==> config.mk <==
export PLATFORM = sky130hd
export DESIGN_NAME = batch_sched_fxp
export DESIGN_NICKNAME = d
export VERILOG_FILES = /design/src/rtl/batch_sched_fxp.sv
export SDC_FILE = /design/constraint.sdc
export NUM_CORES = 1
export LEC_CHECK = 0
export CAP_MARGIN = 20
export CORE_MARGIN = 1.5
export CORE_UTILIZATION = 51
export CTS_BUF_LIST = sky130_fd_sc_hd__clkbuf_2 sky130_fd_sc_hd__clkbuf_4 sky130_fd_sc_hd__clkbuf_8
export DETAILED_ROUTE_END_ITERATION = 10
export MAX_ROUTING_LAYER = met4
export PLACE_DENSITY = 0.91
export SLEW_MARGIN = 20
export SYNTH_ARGS = -nofsm -noshare
export SYNTH_HDL_FRONTEND = slang
export SYNTH_SLANG_ARGS = --single-unit
==> constraint.sdc <==
create_clock -name clk -period 5.1 [get_ports clk]
set_input_delay 0.765 -clock clk [delete_from_list [all_inputs] [get_ports clk]]
set_output_delay 0.765 -clock clk [all_outputs]
set_load 0.05 [all_outputs]
==> src/rtl/batch_sched_fxp.sv <==
// Batch scheduler / result combiner for the two-stage batch control-bounded filter.
// Optional feature macro: BATCH_SCHED_SAT_EN (saturating combine + sticky sat_flag).
module batch_sched_fxp #(
   parameter int M         = 4,
   parameter int DSR1      = 2,
   parameter int DSR2      = 6,
   parameter int MAX_DEPTH = 32,
   parameter int OUT_WIDTH = 14,
   parameter int RES_DELAY = 3,
   localparam int SW = M*DSR1,
   localparam int AS = $clog2(4*MAX_DEPTH*DSR2),
   localparam int AR = $clog2(2*MAX_DEPTH),
   localparam int LW = $clog2(MAX_DEPTH+1)
)(
   input  logic                 clk,
   input  logic                 rst,
   input  logic [M-1:0]         in,
   input  logic [LW-1:0]        batch_len,
   output logic                 smp_we,
   output logic [SW-1:0]        smp_wdata,
   output logic [AS-1:0]        smp_waddr,
   output logic [AS-1:0]        smp_raddr_lh,
   output logic [AS-1:0]        smp_raddr_f,
   output logic [AS-1:0]        smp_raddr_b,
   output logic                 ds_en,
   output logic                 rec_valid,
   input  logic [OUT_WIDTH-1:0] res_f,
   input  logic [OUT_WIDTH-1:0] res_b,
   output logic                 res_we,
   output logic [AR-1:0]        res_waddr,
   output logic [AR-1:0]        res_raddr_f,
   output logic [AR-1:0]        res_raddr_b,
   output logic [OUT_WIDTH-1:0] res_wdata_f,
   output logic [OUT_WIDTH-1:0] res_wdata_b,
   input  logic [OUT_WIDTH-1:0] res_rdata_f,
   input  logic [OUT_WIDTH-1:0] res_rdata_b,
   output logic [OUT_WIDTH-1:0] out,
   output logic                 out_valid,
   output logic                 valid,
   output logic                 sat_flag
);
   localparam int IW  = AS-2;
   localparam int KW  = AR-1;
   localparam int P1W = (DSR1 > 1) ? $clog2(DSR1) : 1;
   localparam int P2W = (DSR2 > 1) ? $clog2(DSR2) : 1;

   logic [P1W-1:0] p1;
   logic [P2W-1:0] p2;
   logic [KW-1:0]  k;
   logic [1:0]     cyc;
   logic [LW-1:0]  L, len_c;
   logic [2:0]     bcnt;
   logic [SW-1:0]  acc, word_c;
   logic [IW-1:0]  fwd, rev;
   logic           k_end, last1;
   logic [1:0]     vld_pipe;   // [0]: result write stage, [1]: read data valid
   logic [RES_DELAY-1:0][KW-1:0] kd_p;
   logic [RES_DELAY-1:0][LW-1:0] ld_p;
   logic [RES_DELAY-1:0]         bd_p;
   logic [KW-1:0]  kd;
   logic [LW-1:0]  ld;
   logic           bd;
   logic [OUT_WIDTH-1:0] res_c;

   assign last1     = (p1 == P1W'(DSR1-1));
   assign ds_en     = last1 && (p2 == P2W'(DSR2-1));
   assign k_end     = (LW'(k) == L - LW'(1));
   assign fwd       = IW'(DSR2*int'(k) + int'(p2));
   assign rev       = IW'(int'(L)*DSR2 - 1) - fwd;
   assign rec_valid = (bcnt >= 3'd3);
   assign valid     = (bcnt >= 3'd5);
   assign res_we    = vld_pipe[0];
   assign kd        = kd_p[RES_DELAY-1];
   assign ld        = ld_p[RES_DELAY-1];
   assign bd        = bd_p[RES_DELAY-1];

   always_comb begin
      len_c = batch_len;
      if (batch_len < LW'(2))              len_c = LW'(2);
      else if (batch_len > LW'(MAX_DEPTH)) len_c = LW'(MAX_DEPTH);
   end

   // current slice merged in so the completed word includes this clk's input
   always_comb begin
      word_c = acc;
      word_c[p1*M +: M] = in;
   end

   always_ff @(posedge clk or negedge rst) begin
      if (!rst) begin
         p1 <= '0; p2 <= '0; k <= '0; cyc <= '0; bcnt <= '0;
         L <= LW'(MAX_DEPTH);
         acc <= '0; smp_we <= 1'b0; smp_wdata <= '0;
         smp_waddr <= '0; smp_raddr_lh <= '0; smp_raddr_f <= '0; smp_raddr_b <= '0;
      end else begin
         acc    <= word_c;
         smp_we <= 1'b0;
         if (last1) begin
            p1           <= '0;
            p2           <= (p2 == P2W'(DSR2-1)) ? '0 : p2 + P2W'(1);
            smp_we       <= 1'b1;
            smp_wdata    <= word_c;
            smp_waddr    <= {fwd, cyc};
            smp_raddr_f  <= {fwd, cyc + 2'd1};
            smp_raddr_b  <= {rev, cyc + 2'd1};
            smp_raddr_lh <= {rev, cyc + 2'd3};
         end else begin
            p1 <= p1 + P1W'(1);
         end
         if (ds_en) begin
            if (k_end) begin
               k   <= '0;
               cyc <= cyc + 2'd1;
               L   <= len_c;
               // a length change flushes the pipeline validity
               if (len_c != L)          bcnt <= '0;
               else if (bcnt != 3'd5)   bcnt <= bcnt + 3'd1;
            end else begin
               k <= k + KW'(1);
            end
         end
      end
   end

   always_ff @(posedge clk or negedge rst) begin
      if (!rst) begin
         vld_pipe <= '0;
         kd_p <= '0; bd_p <= '0;
         ld_p <= {RES_DELAY{LW'(MAX_DEPTH)}};
         res_waddr <= '0; res_raddr_f <= '0; res_raddr_b <= '0;
         res_wdata_f <= '0; res_wdata_b <= '0;
         out <= '0; out_valid <= 1'b0;
      end else begin
         vld_pipe <= {vld_pipe[0], ds_en};
         if (ds_en) begin
            for (int i = RES_DELAY-1; i > 0; i--) begin
               kd_p[i] <= kd_p[i-1];
               ld_p[i] <= ld_p[i-1];
               bd_p[i] <= bd_p[i-1];
            end
            kd_p[0]     <= k;
            ld_p[0]     <= L;
            bd_p[0]     <= cyc[0];
            res_waddr   <= {kd, bd};
            res_raddr_f <= {kd, ~bd};
            res_raddr_b <= {KW'(ld - LW'(1) - LW'(kd)), ~bd};
            res_wdata_f <= res_f;
            res_wdata_b <= res_b;
         end
         if (vld_pipe[1]) out <= {~res_c[OUT_WIDTH-1], res_c[OUT_WIDTH-2:0]};
         out_valid <= vld_pipe[1] & valid;
      end
   end

`ifdef BATCH_SCHED_SAT_EN
   logic [OUT_WIDTH:0] sum;
   logic               sat_hit;
   assign sum     = {res_rdata_f[OUT_WIDTH-1], res_rdata_f} + {res_rdata_b[OUT_WIDTH-1], res_rdata_b};
   assign sat_hit = sum[OUT_WIDTH] ^ sum[OUT_WIDTH-1];
   always_comb begin
      res_c = sum[OUT_WIDTH-1:0];
      if (sat_hit) res_c = {sum[OUT_WIDTH], {(OUT_WIDTH-1){~sum[OUT_WIDTH]}}};
   end
   always_ff @(posedge clk or negedge rst) begin
      if (!rst) sat_flag <= 1'b0;
      else      sat_flag <= sat_flag | (vld_pipe[1] & sat_hit);
   end
`else
   assign res_c    = res_rdata_f + res_rdata_b;
   assign sat_flag = 1'b0;
`endif
endmodule

======== Word-level counts from Yosys, hierarchy flattened ========
Index checks and enable logic that the tools add are counted.
word-level totals
  flip-flop bits (word level) ............. 173
  input port bits ......................... 68
  output and inout port bits .............. 115
  word-level logic and storage cells ...... 70
cells by class
  $add $sub $neg .......................... 14
  $mul .................................... 2
  order comparisons ....................... 4
  eq/ne operators ......................... 4
  shift operators ......................... 2
  mux-type cells .......................... 9
  bitwise gates (word level) .............. 3
  reduce and logical (&&, ||, !) cells .... 4
operators with widths
  operator                                                            count
  negator 3 -> 34 bit                                                 1
  variable shift 4 x 34 -> 8 bit (first input constant)               1
  variable part select 4 x 34 -> 8 bit                                1
  adder 14 bit                                                        1
  2-to-1 mux 6 bit                                                    2
  2-to-1 mux 3 bit                                                    3
  adder 8 x 3 -> 8 bit                                                1
  bitwise mux 8 bit                                                   1
  subtractor 8 x 1 -> 8 bit (second input constant)                   1
  subtractor 8 bit                                                    1
  multiplier 2 x 5 -> 7 bit (first input constant)                    1
  multiplier 6 x 2 -> 7 bit (second input constant)                   1
  adder 3 x 1 -> 3 bit (second input constant)                        2
  equality test 5 x 6 -> 1 bit                                        1
  greater-than comparator 6 bit (second input constant)               1
  < comparator 6 x 2 -> 1 bit (second input constant)                 1
  != test 6 bit                                                       1
  subtractor 6 x 1 -> 6 bit (second input constant)                   1
  adder 5 x 1 -> 5 bit (second input constant)                        1
  2-to-1 mux 5 bit                                                    1
  subtractor 5 x 1 -> 5 bit (second input constant)                   1
  subtractor 5 bit                                                    1
  equality test 3 bit (second input constant)                         1
  greater-or-equal comparator 3 x 2 -> 1 bit (second input constant)  1
  other kinds (12)                                                    14

======== Depth between registers and ports, before layout ========
  word-level depth ........................ 6
  gate-level depth with buffers ........... 13
  gate-level depth less buffers ........... 13

======== Worst setup path after synthesis ========
OpenSTA, ideal clock, no wires.
  path kind ............................... register -> register
  from .................................... reg k[1]
  to ...................................... reg smp_raddr_lh[9]
  setup time .............................. 0.090 ns
  arrival time ............................ 3.493 ns
  data required time ...................... 5.010 ns
  setup slack ............................. 1.517 ns
  stages on the path, launching flop included .. 14
  buffers on the path ..................... 0
  clock period less this slack ............ 3.583 ns
  cells stage by stage .................... dfrtp_1 > ha_1 > fa_1 > and3b_1 > or4_4 > nand2_1 > xor2_1 > ha_1 > nor2b_1 > a221o_1 > a211oi_1 > xor2_1 > a2111o_1 > o221ai_1
on the way
  cells in the longest elaborated chain, start to end .. 3
RTL lines
  what                       RTL line  text
  start, declared            49        logic [KW-1:0] k;
  start signal, assigned     119       k <= k + KW'(1);
  multiplier 2 x 5 -> 7 bit  68        assign fwd = IW'(DSR2*int'(k) + int'(p2));
  adder 8 x 3 -> 8 bit       68
  subtractor 8 bit           69        assign rev = IW'(int'(L)*DSR2 - 1) - fwd;
  end signal, assigned       106       smp_raddr_lh <= {rev, cyc + 2'd3};
  end, declared              22        output logic [AS-1:0] smp_raddr_lh,
Every way passes these cells.
A chain may end at the register's enable or synchronous reset.

======== Worst setup path after layout ========
  from .................................... reg k[0]
  to ...................................... reg smp_raddr_lh[9]
The elaborated chain is that of the path after synthesis.

==> results.md <==
- On the critical path the largest part of the delay comes from compound AO/OA/AOI/OAI gates.
- Setup violations remaining at the end of the flow were counted as 0.
- The area share of the leading cell type in the synthesized netlist is a little under half.
- Summed over all layers, the global routing overflow is 0.
- The worst setup path is captured at a flip-flop.
- The signal on the critical path passes through ha_1 > fa_1 > and3b_1 > or4_4 > nand2_1 > xor2_1 > ha_1 > nor2b_1 > a221o_1 > a211oi_1 > xor2_1 > a2111o_1 > o221ai_1.
- The synthesized netlist devotes between 10% and 20% of its cell area to compound gates.
- The CTS tree is done.
- Synthesis inferred approximately 140 register bits.
- For this block, the routed nets add up to around 16000 um of wire.
- Across the routed clock network, the largest skew measured is ~6.6 ps.
- Setup repair after global routing left no endpoint under its margin.
- STA classifies the critical path startpoint as a flip-flop.
- The critical path class is reg2reg.
- In this run, post-CTS hold repair placed 0 buffers.
- The total global routing track utilization is ~22%.
- Timing would allow up to roughly 0.26 GHz.
- The arrival time reported for the critical path endpoint is 4250 ps.
- The repair_antennas step left the layout with diodes totalling 0.
- The library cells used most frequently in the layout, excluding fill and tap cells, are sky130_fd_sc_hd__nand2_1 (224), sky130_fd_sc_hd__clkdlybuf4s50_1 (179), sky130_fd_sc_hd__dfrtp_1 (143).
- After the first detailed-routing iteration, the DRC count stood at approximately 340.
- For this design the static power due to leakage is 4.601 nW.
- After detailed routing, the number of remaining DRC violations is 0.
- During synthesis, Yosys emitted a total of 0 warnings.
- The final-stage net count is approximately 1100.
- The met1 global-route usage is 27.16%.
- The floorplan step defined a core boundary enclosing approximately 14000 um^2.
- The number of max-slew violations in the final report came to 0.
- The first global-routing pass estimated 26320 um of wire.
- The share of the cycle needed by the critical path after routing is between 70% and 80%.
- The count of boundary I/O pins is about 180.
- Clock-pin slew was measured on the worst setup and hold paths at 80 ps.
- The tool flagged a number of max-cap violations equal to 0.
- The global routing met2 resource utilization is a little over a third.
- At the worst endpoint, the required time is between 5000 and 6000 ps.
- The number of iterations in the first detailed-routing pass is 4.
- The worst-path cell with the longest stage delay is sky130_fd_sc_hd__or4_4.
- The share of the Yosys chip area taken by registers is between 40% and 50%.
- The combined area of all synthesized cells is ~7500 um^2.
- The chip height is 124.0 um.
- In this run the power density over the cells is 281.7 nW/um^2.
- The hold violation total from the final report is 0.
- The site row count is 44.
- The tree is rooted in a sky130_fd_sc_hd__clkbuf_8.
- The routed wirelength normalized by instance count is 14.05 um.
- The latest clock arrival within the worst-skew pair is 450 ps.
- The worst path in the final design needs a cycle of between 3000 and 4000 ps, including I/O delays and setup.
- The number of antenna violations at the first check in global routing was 0.
- The flow ran to the end, and the final reports show no timing, DRC or antenna violations.
- The number of nets produced by synthesis is roughly 900.
- Of all flip-flops after synthesis, the portion carrying an async set or reset was between 90% and 100%.
- The basic-gate share of the synthesized area counting and, or, nand and nor cells is about 16%.
- The number of enable-type register cells in the synthesized netlist is 0.
- Yosys mapped the design onto 60 distinct sky130hd cell types.
- The largest single stage delay on the critical path is 520 ps.
- The antenna violation net count after detailed routing is 0.
- The effective utilization at floorplan is approximately half.
- The total number of vias is ~6000.
- The area growth from synthesis to layout is 29.57%.
- By area, the combinational part of the netlist is dominated by simple AND/OR/NAND/NOR gates.
- The number of buffer and inverter instances along the worst setup path is 0.
- The number of setup buffers added after CTS is 0.
- Of the post-synthesis cell area, the part taken by muxes is about 2.3%.
- In this run the worst hold path is classified as reg2reg.
- The dominant cell type by area after synthesis is sky130_fd_sc_hd__dfrtp_1.
- In this run the tightest slew margin relative to its limit is 40.08%.
- The floorplan step defined a die boundary enclosing 15390 um^2.
- The floorplan step set the die width to roughly 120 um.
- The power after layout is around 2.7 mW.
- The setup TNS is 0 ps.
- The library cell used most frequently in the layout, excluding fill and tap cells, is sky130_fd_sc_hd__nand2_1.
- The fraction of layout cells with a size suffix above 1 is between 6 and 7%.
- The xor-xnor portion of the synthesized cell area is 4.454%.
- The number of gates resized after CTS was 0.
- The final estimated routing congestion in global placement is between 0.9 and 1.
- The adder-cell share of the synthesized area is under 10%.
- The via count of the first global-routing pass is 5781.
- The quantity of I/O buffers inserted on ports is ~180.
- The peak supply drop is roughly 0.18 mV.
- Of all nets on the critical path, the largest fanout is 7.
- The HPWL after detailed placement is between 10000 and 15000 um.
- Ranked by total cell area, the synthesized netlist is headed by sky130_fd_sc_hd__dfrtp_1 (48%), sky130_fd_sc_hd__nand2_1 (11%), sky130_fd_sc_hd__ha_1 (7.5%).
- Global routing used 4.579% of the available met3 tracks.
- The average vias per placed instance is between 5 and 6.
- The CTS sink count is 144.
- A synthesized cell averages between 9 and 10 um^2.
- Buffers inserted during clock tree synthesis total 17.
- The largest net degree at the start of global routing is 102.
- For the pin with the worst max-slew slack, the measured transition is 898.8 ps.
- The H-tree generated during clock tree synthesis spans 4 levels.
- In the synthesized netlist the dominant register cell turns out to be sky130_fd_sc_hd__dfrtp_1.
- Synthesis handed over a netlist of 796 instances.
- The number of buffers on the longest clock path is 2.
- The most heavily used metal layer in global routing is met2.
logic make-up after synthesis:
group                      Yosys count
DFF                                144
muxes                               15
other                                1
adders and majority gates           51
and+or+nand+nor                    292
xor gates and xnor gates            38
AOI/OAI and AO/OA                  151
buffers and inverters              104
worst paths after layout:
kind / start / end / slack (ps) / cells after the start
min in group asynchronous: rst / res_wdata_f[8] / 410 / 1
max in group asynchronous: rst / ld_p[2] / 3570 / 2
min: vld_pipe[0] / vld_pipe[1] / 390 / 0
min reg2reg: vld_pipe[0] / vld_pipe[1] / 390 / 0
max reg2reg: k[0] / smp_raddr_lh[9] / 1220 / 13
max: k[0] / smp_raddr_lh[9] / 1220 / 13
through the flow:
step / cell area (um^2) / setup slack, ps / instances / hold WS [ps] / util (%)
final: 9682 / 1217 / 1140 / 387.8 / 67.12
after global routing: 9682 / 996.6 / 1140 / 402.3 / 67.12
after CTS: 9682 / 1221 / 1140 / 388.7 / 67.12
after detailed placement: 9245 / 1335 / 1109 / 372.4 / 64.10
after global placement: 9245 / 1376 / 1109 / 355.8 / 64.10
after floorplan: 7472 / 1517 / 796 / 351.9 / -
state kept, by name, indices dropped and copies added, names as in the netlist, 3 cells and up:
signal / cells
res_raddr_b: 5
bcnt: 3
ld_p: 10
out: 14
kd: 5
ld: 5
res_wdata_b: 14
smp_raddr_lh: 10
smp_wdata: 8
L: 6
res_waddr: 6
res_wdata_f: 14
kd_p: 10
acc: 4
bd_p: 3
k: 5
p2: 3
smp_waddr: 10
synthesized netlist by cell type (2+ instances only):
cell	instances
sky130_fd_sc_hd__xnor2_1	24
sky130_fd_sc_hd__nor4_1	3
sky130_fd_sc_hd__nor3b_1	3
sky130_fd_sc_hd__o31ai_1	2
sky130_fd_sc_hd__o211ai_1	3
sky130_fd_sc_hd__and3_1	3
sky130_fd_sc_hd__a211oi_1	4
sky130_fd_sc_hd__o21bai_1	5
sky130_fd_sc_hd__o22ai_1	3
sky130_fd_sc_hd__inv_1	47
sky130_fd_sc_hd__buf_1	2
sky130_fd_sc_hd__buf_4	26
sky130_fd_sc_hd__nand2_1	224
sky130_fd_sc_hd__dfrtp_1	143
sky130_fd_sc_hd__a21o_1	16
sky130_fd_sc_hd__fa_1	6
sky130_fd_sc_hd__a21oi_1	25
sky130_fd_sc_hd__ha_1	45
sky130_fd_sc_hd__xor2_1	14
sky130_fd_sc_hd__o2111ai_1	2
sky130_fd_sc_hd__nand2b_1	6
sky130_fd_sc_hd__nor3_1	14
sky130_fd_sc_hd__nand4_1	3
sky130_fd_sc_hd__nand3_1	7
sky130_fd_sc_hd__o21ai_0	62
sky130_fd_sc_hd__clkbuf_1	26
sky130_fd_sc_hd__mux2_2	15
sky130_fd_sc_hd__o2bb2ai_1	3
sky130_fd_sc_hd__or2_2	2
sky130_fd_sc_hd__nor2b_1	5
sky130_fd_sc_hd__a211o_1	2
sky130_fd_sc_hd__o21a_1	7
sky130_fd_sc_hd__nor2_1	13
sky130_fd_sc_hd__o221ai_1	5
metal layers:
layer	wire length [um]	share of wire, %
met2	7849	49
met1	6853	43
met4	417	2.6
met5	0	0
met3	900	5.6
worst reg2reg max path: stages (launching register included):
cell and delay [ps]:
sky130_fd_sc_hd__dfrtp_1 460, sky130_fd_sc_hd__ha_1 300, sky130_fd_sc_hd__fa_1 410, sky130_fd_sc_hd__and3b_1 220, sky130_fd_sc_hd__or4_4 520, sky130_fd_sc_hd__nand2_1 100, sky130_fd_sc_hd__xor2_1 180, sky130_fd_sc_hd__ha_1 290
sky130_fd_sc_hd__nor2b_1 160, sky130_fd_sc_hd__a221o_1 310, sky130_fd_sc_hd__a211oi_1 270, sky130_fd_sc_hd__xor2_1 150, sky130_fd_sc_hd__a2111o_1 370, sky130_fd_sc_hd__o221ai_1 70
power breakdown:
group / internal (mW) / leakage (nW) / switching (mW)
logic: 0.205 / 2.67 / 0.319
registers: 1.19 / 1.71 / 0.0302
clock network: 0.566 / 0.222 / 0.417
final cells by class:
type	count	area, um^2
sequential	144	3605
clock buffer	21	276.5
clock inverter	10	160.2
timing repair buffer	185	1853
multi-input combinational	548	3377
tap	184	230.2
inverter	48	180.2
fill	1140	4742
(Power assumes the default switching activity.)
